**src/rtl/expand_mc_if.sv**
```systemverilog
// Sample stream bundle for expand_mc: log-PCM codes in, uniform PCM out.
// Valid/ready: a word transfers on a rising edge where valid and ready are both high.
interface expand_mc_if #(
    parameter int CH_W = 2
);
    logic            in_valid;
    logic            in_ready;
    logic [7:0]      sin;
    logic [CH_W-1:0] in_ch;
    logic            out_valid;
    logic            out_ready;
    logic [13:0]     sout;
    logic [CH_W-1:0] out_ch;

    modport master (
        output in_valid, sin, in_ch, out_ready,
        input  in_ready, out_valid, sout, out_ch
    );

    modport slave (
        input  in_valid, sin, in_ch, out_ready,
        output in_ready, out_valid, sout, out_ch
    );
endinterface

```
**src/rtl/expand_mc.sv**
```systemverilog
// Multi-channel G.711 expander: input FIFO, per-channel law bank, two-stage
// pipeline producing 14-bit two's-complement uniform PCM.
module expand_mc #(
    parameter  int CHANNELS   = 4,
    parameter  int FIFO_DEPTH = 4,
    localparam int CH_W       = (CHANNELS > 1) ? $clog2(CHANNELS) : 1,
    localparam int AW         = $clog2(FIFO_DEPTH),
    localparam int LVL_W      = AW + 1
) (
    input  logic                test_clk,
    input  logic                reset_n,
    expand_mc_if.slave          bus,
    input  logic                law_we,
    input  logic [CH_W-1:0]     law_ch,
    input  logic                law_val,
    output logic [CHANNELS-1:0] law_cfg,
    output logic [LVL_W-1:0]    level
);

    logic [CH_W+7:0]  mem [FIFO_DEPTH];
    logic [AW-1:0]    wr_ptr;
    logic [AW-1:0]    rd_ptr;
    logic [LVL_W-1:0] count;
    logic             full;
    logic             empty;
    logic             push;
    logic             pop;

    logic             s1_valid;
    logic             s1_pos;
    logic             s1_law;
    logic [2:0]       s1_exp;
    logic [3:0]       s1_man;
    logic [CH_W-1:0]  s1_ch;

    logic             s1_adv;
    logic             s2_adv;

    logic [CH_W+7:0]  head;
    logic [7:0]       h_code;
    logic [CH_W-1:0]  h_ch;
    logic             h_law;
    logic [7:0]       h_x;

    logic [13:0]      base;
    logic [13:0]      shifted;
    logic [13:0]      mag;
    logic [13:0]      pcm;

    assign full         = (count == LVL_W'(FIFO_DEPTH));
    assign empty        = (count == '0);
    assign bus.in_ready = !full;
    assign level        = count;

    // Pipeline advance chain: stage 2 moves when empty or drained, stage 1 when stage 2 moves.
    assign s2_adv = !bus.out_valid || bus.out_ready;
    assign s1_adv = !s1_valid || s2_adv;
    assign push   = bus.in_valid && !full;
    assign pop    = !empty && s1_adv;

    always_ff @(posedge test_clk or negedge reset_n) begin
        if (!reset_n) begin
            for (int i = 0; i < FIFO_DEPTH; i++) mem[i] <= '0;
            wr_ptr <= '0;
            rd_ptr <= '0;
            count  <= '0;
        end else begin
            if (push) begin
                mem[wr_ptr] <= {bus.in_ch, bus.sin};
                wr_ptr      <= wr_ptr + 1'b1;
            end
            if (pop) rd_ptr <= rd_ptr + 1'b1;
            if (push && !pop)      count <= count + 1'b1;
            else if (!push && pop) count <= count - 1'b1;
        end
    end

    // Law bank; tags outside the channel range match no entry and are dropped.
    always_ff @(posedge test_clk or negedge reset_n) begin
        if (!reset_n) begin
            law_cfg <= '0;
        end else if (law_we) begin
            for (int i = 0; i < CHANNELS; i++) begin
                if (law_ch == CH_W'(i)) law_cfg[i] <= law_val;
            end
        end
    end

    // Head-of-FIFO decode; the law is read before any same-edge bank write lands.
    always_comb begin
        head   = mem[rd_ptr];
        h_code = head[7:0];
        h_ch   = head[CH_W+7:8];
        h_law  = 1'b0;
        for (int i = 0; i < CHANNELS; i++) begin
            if (h_ch == CH_W'(i)) h_law = law_cfg[i];
        end
        h_x = h_law ? (h_code ^ 8'h55) : ~h_code;
    end

    always_ff @(posedge test_clk or negedge reset_n) begin
        if (!reset_n) begin
            s1_valid <= 1'b0;
            s1_pos   <= 1'b0;
            s1_law   <= 1'b0;
            s1_exp   <= '0;
            s1_man   <= '0;
            s1_ch    <= '0;
        end else if (s1_adv) begin
            s1_valid <= pop;
            if (pop) begin
                s1_pos <= h_code[7];
                s1_law <= h_law;
                s1_exp <= h_x[6:4];
                s1_man <= h_x[3:0];
                s1_ch  <= h_ch;
            end
        end
    end

    // (2m+33) << e is shared: mu-law subtracts the bias, A-law uses it directly for e>0.
    always_comb begin
        base    = {8'd0, s1_man, 1'b1} + 14'd32;
        shifted = base << s1_exp;
        if (s1_law) mag = (s1_exp == 3'd0) ? {8'd0, s1_man, 2'b10} : shifted;
        else        mag = shifted - 14'd33;
        pcm = s1_pos ? mag : -mag;
    end

    always_ff @(posedge test_clk or negedge reset_n) begin
        if (!reset_n) begin
            bus.out_valid <= 1'b0;
            bus.sout      <= '0;
            bus.out_ch    <= '0;
        end else if (s2_adv) begin
            bus.out_valid <= s1_valid;
            if (s1_valid) begin
                bus.sout   <= pcm;
                bus.out_ch <= s1_ch;
            end
        end
    end

endmodule

```
**src/flat_wrapper.sv**
```systemverilog
// flat-port wrapper written by rule: the top's interface ports become plain ports
module expand_mc_flat 
#(
    parameter  int CHANNELS   = 4,
    parameter  int FIFO_DEPTH = 4,
    localparam int CH_W       = (CHANNELS > 1) ? $clog2(CHANNELS) : 1,
    localparam int AW         = $clog2(FIFO_DEPTH),
    localparam int LVL_W      = AW + 1
)
  (test_clk, reset_n, law_we, law_ch, law_val, law_cfg, level, bus_in_valid, bus_sin, bus_in_ch, bus_out_ready, bus_in_ready, bus_out_valid, bus_sout, bus_out_ch);
  expand_mc_if #(.CH_W((2))) bus_i ();
  input  logic test_clk;
  input  logic reset_n;
  input  logic law_we;
  input  logic [CH_W-1:0] law_ch;
  input  logic law_val;
  output logic [CHANNELS-1:0] law_cfg;
  output logic [LVL_W-1:0] level;
  input wire logic [$bits(bus_i.in_valid)-1:0] bus_in_valid;
  input wire logic [$bits(bus_i.sin)-1:0] bus_sin;
  input wire logic [$bits(bus_i.in_ch)-1:0] bus_in_ch;
  input wire logic [$bits(bus_i.out_ready)-1:0] bus_out_ready;
  output wire logic [$bits(bus_i.in_ready)-1:0] bus_in_ready;
  output wire logic [$bits(bus_i.out_valid)-1:0] bus_out_valid;
  output wire logic [$bits(bus_i.sout)-1:0] bus_sout;
  output wire logic [$bits(bus_i.out_ch)-1:0] bus_out_ch;
  assign bus_i.in_valid = bus_in_valid;
  assign bus_i.sin = bus_sin;
  assign bus_i.in_ch = bus_in_ch;
  assign bus_i.out_ready = bus_out_ready;
  assign bus_in_ready = bus_i.in_ready;
  assign bus_out_valid = bus_i.out_valid;
  assign bus_sout = bus_i.sout;
  assign bus_out_ch = bus_i.out_ch;
  expand_mc #(.CHANNELS(CHANNELS), .FIFO_DEPTH(FIFO_DEPTH)) u_core (.test_clk(test_clk), .reset_n(reset_n), .bus(bus_i), .law_we(law_we), .law_ch(law_ch), .law_val(law_val), .law_cfg(law_cfg), .level(level));
endmodule
```
**config.mk**
```make
export PLATFORM = sky130hd
export DESIGN_NAME = expand_mc_flat
export DESIGN_NICKNAME = d
export VERILOG_FILES = /design/src/rtl/expand_mc_if.sv /design/src/rtl/expand_mc.sv /design/src/flat_wrapper.sv
export SDC_FILE = /design/constraint.sdc
export NUM_CORES = 1
export LEC_CHECK = 0
export ABC_CLOCK_PERIOD_IN_PS = 3800
export BUFFER_PORTS_ARGS = -buffer_cell sky130_fd_sc_hd__clkbuf_2
export CORE_MARGIN = 4
export CORE_UTILIZATION = 59
export DETAILED_ROUTE_END_ITERATION = 7
export PLACE_DENSITY = 0.79
export SLEW_MARGIN = 20
export SYNTH_ARGS = -nofsm -noshare
export SYNTH_HDL_FRONTEND = slang
export SYNTH_SLANG_ARGS = --single-unit
```
**constraint.sdc**
```tcl
create_clock -name test_clk -period 3.8 [get_ports test_clk]
set_input_delay 0.76 -clock test_clk [delete_from_list [all_inputs] [get_ports test_clk]]
set_output_delay 0.76 -clock test_clk [all_outputs]
set_load 0.01 [all_outputs]
```
# Word level (Yosys, flattened, before mapping)

Cells that the tools add are included.

$add $sub $neg: 7
Magnitude comparators: 3
Eq/ne operators: 7
Shift-type cells: 1
Multiplexer cells: 16
Bitwise gates (word level): 4
Reduce and logical (&&, ||, !) cells: 24

Operator list:

| cell                  | count |
|---|---|
| $mux 14               | 3 |
| $bwmux 40             | 1 |
| $mux 10               | 3 |
| $bmux 10 s2           | 1 |
| $demux 10 s2          | 1 |
| $neg 14->14           | 1 |
| $shl 14x3->14         | 1 |
| $sub 14x6->14 const B | 1 |
| $reduce_and 2->1      | 6 |
| $eq 2x2->1 const B    | 4 |
| $add 5x6->7 const B   | 1 |
| $mux 7                | 1 |
| $not 7->7             | 1 |
| $ge 3x3->1 const B    | 2 |
| $logic_not 1->1       | 6 |
| $logic_not 3->1       | 2 |
| $mux 3                | 2 |
| $not 2->3             | 2 |
| $logic_and 1x1->1     | 5 |
| $add 2x1->2 const B   | 2 |
| $eq 2x1->1 const B    | 2 |
| $logic_not 2->1       | 2 |
| $mux 1                | 4 |
| $not 4->4             | 1 |
| other kinds (6)       | 7 |

Register bits after elaboration: 80
Input port bits: 18
Output and inout port bits: 25
Word-level logic and storage cells: 82

# Logic depth before layout (Yosys ltp)

Gate-level depths: netlist (run 1).

Word-level depth: 10
Depth in mapped cells: 14
Mapped depth without buffers: 12

# Least setup slack after synthesis (run 1)

No wires, ideal clock.

Path kind: flip-flop to flip-flop
From: register u_core.s1_exp[2]
To: register u_core.bus.sout[7]
Library setup time: 0.125 ns
Arrival: 2.920 ns
Required time: 3.675 ns
Setup slack: 0.755 ns
Stages on the path, launching flop included: 12
Buffers on the path: 2
Period minus slack after synthesis: 3.045 ns
Cell sequence: dfrtp_1 -> buf_4 -> clkbuf_8 -> or3_1 -> ha_1 -> and3b_1 -> nor4_1 -> nand3_1 -> a21oi_2 -> a31oi_1 -> xnor2_1 -> mux2_2

Longest elaborated chain between the ends: 5
Elaborated cells on any way between the ends: 7
Classes of those cells: add/sub (2); shift (1); mux (3); reduce/logical (1)

Ends and longest elaborated chain:

| what                                             | line                               | RTL |
|---|---|---|
| from (decl)                                      | expand_mc.sv:32                    | `logic [2:0] s1_exp;` |
| from (signal assigned)                           | expand_mc.sv:114                   | `s1_exp <= h_x[6:4];` |
| $shl 14x3->14 or $logic_not 3->1 (tied branches) | expand_mc.sv:124, expand_mc.sv:125 |  |
| $sub 14x6->14 or $mux 14 (tied branches)         | expand_mc.sv:126, expand_mc.sv:125 |  |
| $mux 14 (*)                                      | expand_mc.sv:125                   | `if (s1_law) mag = (s1_exp == 3'd0) ? {8'd0, s1_man, 2'b10} : shifted;` |
| $neg 14->14                                      | expand_mc.sv:127                   | `pcm = s1_pos ? mag : -mag;` |
| $mux 14 (*)                                      | expand_mc.sv:127                   |  |
| to (signal assigned)                             | expand_mc.sv:138                   | `bus.sout <= pcm;` |
| to (decl)                                        | expand_mc_if.sv:22                 | `output in_ready, out_valid, sout, out_ch` |

Mark *: on every way between the ends. The rest lies on a longest branch, timed or not.
A chain may end at the register's enable or synchronous reset.

# Worst setup path in the final report (run 1)

From: register u_core.s1_exp[0]
To: register u_core.bus.sout[7]

The elaborated chain is that of the path after synthesis.

==> flow_metrics.py, run 1 <==
metrics = {
    "synth": {
        "synth_top_area_share_pct": 44.8,
        "synth_edf_count": 0,
        "synth_cell_types": 65,
        "synth_commonest_cells": "80 x dfrtp_1, 48 x mux2_2, 46 x nand2_1",
        "async_flop_share_pct": 100,
        "synth-adder-area-share_pct": 2.69,
        "synth_top_family_by_area": "multiplexers",
        "yosysMostFrequentCell": "dfrtp_1",
        "syn_avg_cell_area_um2": 11.3,
        "synthSimpleGateAreaFrac_pct": 12.8,
        "synth_seq_area_share_pct": 44.8,
        "synth_warnings": 0,
        "synth.largest_area_cell": "dfrtp_1",
        "ys_top_cells_by_area": "dfrtp_1 45%, mux2_2 12%, mux4_2 5.5%",
        "syn_inst": 396,
        "syn_area_um2": 4470,
        "synth-compound-area-share_pct": 11.2,
        "yosys_register_bits": 80,
        "synth_xor_area_share_pct": 4.70,
        "postSynthNetCount": 423,
        "synthFlopType": "dfrtp_1",
        "muxShareOfSynthArea_pct": 18.9,
    },
    "placement": {
        "placed_cells": 520,
        "dpl.hpwl_mm": 6.26,
        "port-buffer-count": 42,
        "routabilityCongestion": 0.919,
        "placed_cell_area_um2": 4660,
    },
    "die": {
        "die-area_um2": 9040,
        "start_util_pct": 61.3,
        "die_h_um": 95.1,
        "core_um2": 7290,
        "ioPinCount": 43,
        "rows": 31,
        "die_w_um": 95.1,
    },
    "clock_network": {
        "tritoncts": "built",
        "clock-sinks": 80,
        "cts_inserted_buffers": 9,
        "hold_buffers": 0,
        "clk_pin_slew_ns": 0.09,
        "htree_num_levels": 3,
        "cts_root_buf": "clkbuf_8",
        "post_cts_resized": 0,
        "clk_latency_ns": 0.36,
        "cts_setup_buffers": 0,
        "cts_buffer_depth": 2,
    },
    "grt": {
        "antenna_found_initial": 0,
        "grt_pass1_vias": 3069,
        "grt_pass1_wl_mm": 14.9,
        "grt_overflow": 0,
        "grt_max_degree": 81,
        "track_usage_pct": 21.5,
    },
    "sta": {
        "max_freq_mhz": 318,
        "fin_crit_sh_pct": 82.9,
        "finalCriticalPeriod_ns": 3.15,
        "slew_headroom_pct": 36.1,
        "rsz0062_at_grt": "false",
        "worst_pin_slew_ns": 0.959,
        "setup_viol": 0,
        "hold_viol": 0,
        "finalSetupTns_ns": 0,
        "drv_slew": 0,
        "fin_skew_ns": 0.0110,
    },
    "layout": {
        "n_antenna_cell": 0,
        "syn_to_final_growth_pct": 9.37,
        "finish.instance_area_um2": 4890,
        "drive_gt1_share_pct": 31.0,
        "final_nets": 459,
        "nFillCells": 573,
        "fin_util_pct": 67.1,
        "fin_cells": 535,
    },
    "power": {
        "peakVddDrop_v": 0.000455,
        "switching_share_pct": 40.6,
        "p_total_mw": 4.97,
        "power_leakage_nw": 2.13,
        "cellPowerDensity_nw_per_um2": 1020,
        "p_int_mw": 2.95,
        "power_frac_seq_pct": 33.8,
        "p_clk_share_pct": 15.0,
        "share_comb_of_total_power_pct": 51.3,
        "p_sw_mw": 2.01,
    },
    "worst_setup_path": {
        "crit_path_max_incr_delay_ns": 0.55,
        "worstPathRequired_ns": 4.05,
        "reg2reg_depth": 11,
        "path_delay_family": "simple AND/OR/NAND/NOR gates",
        "cp-end-kind": "flop",
        "slowest_stage": "dfrtp_1",
        "cp_num_buf_inv": 1,
        "critical_path.startpoint_type": "flop",
        "path_depth": 11,
        "path_cells": "or2_1, nor2_1, inv_1, ha_1, or3b_1, o21ai_1, or4b_4, a21oi_2, a31oi_1, xnor2_1, mux2_2",
        "arrival_ns": 3.40,
        "worstSetupPathType": "reg2reg",
        "crit_fanout": 13,
    },
    "detailed_routing": {
        "route.detailed.drc": 0,
        "vias": 3077,
        "drtIter0Drc": 165,
        "antenna_left": 0,
        "wirelength_mm": 8.87,
        "via_per_inst": 5.75,
        "wl_per_cell_um": 16.6,
        "dr.pass1.iters": 6,
    },
    "run_status": {
        "status": "finished, final reports clean",
    },
    "min_path": {
        "hold_path.class": "reg2reg",
        "hold_path_depth": 2,
    },
    "job": {
        "maxCapViolCount": 0,
    },
}
[power by group through the flow]
stage / clock network [mW] / registers, mW / logic, mW
2_1_floorplan: 0 / 1.53 / 2.19
3_3_place_gp: 0 / 1.66 / 2.47
3_5_place_dp: 0 / 1.70 / 2.55
4_1_cts: 0.755 / 1.68 / 2.56
5_1_grt: 0.796 / 1.74 / 2.82
6_report: 0.743 / 1.68 / 2.55
[cell type report]
cell class	instances	area (µm²)	area share, %
Clock buffer	10	128	2.61
Clock inverter	5	104	2.12
Inverter	10	37.5	0.767
Multi-Input combinational cell	284	2250	45.9
Sequential cell	80	2000	40.9
Tap cell	99	124	2.53
Timing Repair Buffer	47	250	5.12
[per-layer routing]
metal  track usage (%)  vias up  part of all wire [%]
met3              4.10       15                   3.7
met5                 0        -                     0
li1                  -     1478                     -
met1              26.2     1519                    43
met2              37.1       65                    51
met4              9.38        0                   1.8
[worst min-delay path, delay by kind of cell, from the launching register on]
family	cells	cell delay, ns
DFF	1	0.35
and+or+nand+nor	2	0.10
[flip-flops by register name (all words and copies together) (netlist names), 3 cells and up]
| register | count |
|---|---|
| u_core.s1_exp | 3 |
| u_core.mem | 40 |
| u_core.bus.sout | 14 |
| u_core.level | 3 |
| u_core.s1_man | 4 |
| u_core.law_cfg | 4 |
[through the flow]
stage                     hold WS [ns]  setup slack, ns
after global routing             0.507            0.521
final                            0.479            0.651
after global placement           0.458            0.786
after CTS                        0.486            0.675
after floorplan                  0.442            0.755
after detailed placement         0.465            0.695
[kinds of logic after synthesis]
group,Yosys count
and+or+nand+nor,112
xor gates and xnor gates,24
muxes,64
AOI/OAI and AO/OA,75
DFF,80
buffers and inverters,32
adders and majority gates,9
[cells in the final DEF, fill, tap and decap left out, drive strengths merged, types with 2 or more instances in the layout]
| cell | instances |
|---|---|
| mux2 | 49 |
| xnor2 | 10 |
| buf | 6 |
| clkbuf | 51 |
| ha | 8 |
| nor2 | 18 |
| nand3 | 5 |
| a2111oi | 2 |
| nor4bb | 3 |
| nor3b | 5 |
| mux2i | 4 |
| a21oi | 20 |
| xor2 | 14 |
| a31oi | 5 |
| a21o | 2 |
| clkinv | 2 |
| a211oi | 3 |
| mux4 | 11 |
| and2 | 2 |
| nand2 | 47 |
| nor3 | 6 |
| dfrtp | 80 |
| nand2b | 8 |
| inv | 10 |
| a32oi | 2 |
| bufinv | 3 |
| or2 | 2 |
| nor2b | 4 |
| o21bai | 2 |
| o21ai | 26 |
| nor4 | 3 |
| and3b | 2 |
| o31ai | 3 |
| a41oi | 2 |
[worst paths after layout]
| kind | startpoint | endpoint | slack [ns] |
|---|---|---|---|
| max | u_core.s1_exp[0]$_DFFE_PN0P_ | u_core.bus.sout[7]$_DFFE_PN0P_ | 0.65 |
| min in group asynchronous | reset_n | u_core.bus.sout[13]$_DFFE_PN0P_ | 0.54 |
| min | u_core.s1_ch[1]$_DFFE_PN0P_ | u_core.s1_ch[1]$_DFFE_PN0P_ | 0.48 |
| max in group asynchronous | reset_n | u_core.mem[32]$_DFFE_PN0P_ | 2.62 |
| min reg2reg | u_core.s1_ch[1]$_DFFE_PN0P_ | u_core.s1_ch[1]$_DFFE_PN0P_ | 0.48 |
| max reg2reg | u_core.s1_exp[0]$_DFFE_PN0P_ | u_core.bus.sout[7]$_DFFE_PN0P_ | 0.65 |
(Power assumes the default switching activity.)
==> run 2: changes to the inputs <==
--- a/config.mk
+++ b/config.mk
@@ -5,7 +5,7 @@
 export SDC_FILE = /design/constraint.sdc
 export NUM_CORES = 1
 export LEC_CHECK = 0
-export ABC_CLOCK_PERIOD_IN_PS = 3800
+export ABC_CLOCK_PERIOD_IN_PS = 3300
 export BUFFER_PORTS_ARGS = -buffer_cell sky130_fd_sc_hd__clkbuf_2
 export CORE_MARGIN = 4
 export CORE_UTILIZATION = 59
==> constraint.sdc (replaced) <==
create_clock -name test_clk -period 3.3 [get_ports test_clk]
set_input_delay 0.66 -clock test_clk [delete_from_list [all_inputs] [get_ports test_clk]]
set_output_delay 0.66 -clock test_clk [all_outputs]
set_load 0.01 [all_outputs]
==> run 2 against run 1 <==
Against the previous run:
- fmax up 4.0%
- final cell count increased by 0.37%
- power up 12%
- flip-flop and latch count is the same
- hold slack lost 0.035 ns
- sequential share of layout area grew 0.25 points
- setup slack got worse by 0.38 ns
- clock-buffer cell count is 1 higher
- clock skew decreased by 0.00079 ns
- combinational power up 18%
- utilization fell by 0.41 points
- sequential power is 11% higher
- largest cell class unchanged
==> flow_metrics.py, run 2 (synthesized netlist as in run 1, its figures left out) <==
metrics = {
    "grt": {
        "track_usage_pct": 21.6,
        "grt_pass1_wl_mm": 14.9,
        "grt_max_degree": 81,
        "grt_overflow": 0,
        "grt_pass1_vias": 3109,
        "antenna_found_initial": 0,
    },
    "worst_setup_path": {
        "worstSetupPathType": "reg2reg",
        "arrival_ns": 3.28,
        "cp-end-kind": "flop",
        "cp-endpoint": "u_core.bus.sout[7]$_DFFE_PN0P_",
        "worstPathRequired_ns": 3.55,
        "crit_fanout": 9,
        "critical_path.startpoint_type": "flop",
        "setup.worst_path.start": "u_core.s1_exp[0]$_DFFE_PN0P_",
        "reg2reg_from": "u_core.s1_exp[0]$_DFFE_PN0P_",
        "reg2reg_depth": 11,
        "r2r_end": "u_core.bus.sout[7]$_DFFE_PN0P_",
        "regToRegSetupSlack_ns": 0.27,
    },
    "job": {
        "maxCapViolCount": 0,
    },
    "layout": {
        "syn_to_final_growth_pct": 8.70,
        "nFillCells": 573,
        "largestRegisters": "u_core.mem: 40 flops, u_core.bus.sout: 14 flops",
        "final_cell_mix": "80 x dfrtp_1, 48 x mux2_2, 46 x nand2_1, 41 x clkbuf_2, 18 x nor2_1",
        "final_common_cell": "dfrtp_1",
        "n_antenna_cell": 0,
        "finish.instance_area_um2": 4860,
        "final_nets": 461,
        "seq_area_um2": 2000,
        "largest_reg_flops": 40,
        "drive_gt1_share_pct": 31.1,
        "multiInputGateArea_um2": 2250,
        "regMostFlops": "u_core.mem",
    },
    "clock_network": {
        "post_cts_resized": 0,
        "clk_pin_slew_ns": 0.08,
        "tritoncts": "built",
        "cts_buffer_depth": 2,
        "hold_buffers": 0,
        "cts_inserted_buffers": 9,
        "htree_num_levels": 3,
        "clk_latency_ns": 0.36,
        "cts_setup_buffers": 0,
        "cts_root_buf": "clkbuf_8",
        "clock-sinks": 80,
    },
    "detailed_routing": {
        "route.detailed.drc": 0,
        "drtIter0Drc": 149,
        "wl_per_cell_um": 16.3,
        "vias": 3033,
        "via_per_inst": 5.65,
        "antenna_left": 0,
        "dr.pass1.iters": 4,
        "wirelength_mm": 8.76,
    },
    "sta": {
        "fin_hold_ws_ns": 0.444,
        "hold_viol": 0,
        "worst_pin_slew_ns": 0.957,
        "slew_headroom_pct": 36.2,
        "finalSetupTns_ns": 0,
        "finalCriticalPeriod_ns": 3.03,
        "setup_viol": 0,
        "setup_ws_ns": 0.272,
        "fin_crit_sh_pct": 91.8,
        "max_freq_mhz": 330,
        "drv_slew": 0,
        "fin_skew_ns": 0.0102,
        "rsz0062_at_grt": "false",
    },
    "power": {
        "power_leakage_nw": 2.11,
        "p_clk_share_pct": 12.7,
        "switching_share_pct": 41.5,
        "p_sw_mw": 2.32,
        "share_comb_of_total_power_pct": 53.8,
        "power_frac_seq_pct": 33.5,
        "p_int_mw": 3.27,
        "cellPowerDensity_nw_per_um2": 1150,
        "peakVddDrop_v": 0.000604,
    },
    "placement": {
        "routabilityCongestion": 0.935,
        "port-buffer-count": 42,
        "preCtsSetupSlack_ns": 0.295,
        "placed_cell_area_um2": 4680,
        "dpl.hpwl_mm": 6.28,
    },
    "die": {
        "rows": 31,
        "start_util_pct": 61.3,
        "die_w_um": 95.1,
        "die_h_um": 95.1,
        "core_um2": 7290,
        "die-area_um2": 9040,
        "ioPinCount": 43,
    },
    "min_path": {
        "hold_path.class": "in2async",
    },
    "run_status": {
        "status": "finished, final reports clean",
    },
}
[run 2: stage by stage]
| stage | cells | utilization [%] | power, mW |
|---|---|---|---|
| 6_report | 537 | 66.7 | 5.59 |
| 5_1_grt | 537 | 66.7 | 6.04 |
| 4_1_cts | 537 | 66.7 | 5.64 |
| 3_5_place_dp | 522 | 64.1 | 4.90 |
| 3_3_place_gp | 522 | 64.1 | 4.77 |
| 2_1_floorplan | 396 | - | 4.28 |
[run 2: routing by layer]
metal,vias to the layer above,track usage (%),part of all wire [%]
li1,1495,-,-
met1,1473,27.4,43
met2,53,36.2,52
met3,12,4.34,3.6
met4,0,9.13,1.4
met5,-,0,0
[run 2: critical path, stage by stage (launching register included)]
cell	delay (ns)
dfrtp_1	0.39
buf_4	0.16
nor2_1	0.24
or3_1	0.17
ha_1	0.21
or3b_1	0.38
o21ai_1	0.12
or4b_4	0.50
a21oi_2	0.20
a31oi_1	0.11
xnor2_1	0.14
mux2_2	0.26
[run 2: layout make-up]
class	count	share of cell area, %
inverter	10	0.772
clock buffer	11	2.70
tap	99	2.55
timing repair buffer	49	5.46
sequential	80	41.2
multi-input combinational	284	46.2
clock inverter	4	1.13
[run 2: power by group through the flow]
stage	logic [mW]	clock network (mW)	registers, mW
floorplan	2.52	0	1.76
global placement	2.92	0	1.85
detailed placement	3.02	0	1.89
CTS	3.04	0.730	1.87
global route	3.33	0.771	1.93
finish	3.00	0.711	1.87
[run 2: worst min-delay path by stage]
| stage | from | endpoint | slack, ns | cells after the start |
|---|---|---|---|---|
| after floorplan | reset_n | u_core.bus.out_ch[0]$_DFFE_PN0P_ | 0.36 | 0 |
| after global placement | u_core.s1_ch[1]$_DFFE_PN0P_ | u_core.s1_ch[1]$_DFFE_PN0P_ | 0.47 | 2 |
| after detailed placement | u_core.s1_ch[1]$_DFFE_PN0P_ | u_core.s1_ch[1]$_DFFE_PN0P_ | 0.46 | 2 |
| after CTS | reset_n | u_core.bus.out_valid$_DFFE_PN0P_ | 0.48 | 1 |
| after global routing | reset_n | u_core.bus.sout[11]$_DFFE_PN0P_ | 0.52 | 1 |
| final | reset_n | u_core.bus.out_valid$_DFFE_PN0P_ | 0.44 | 1 |
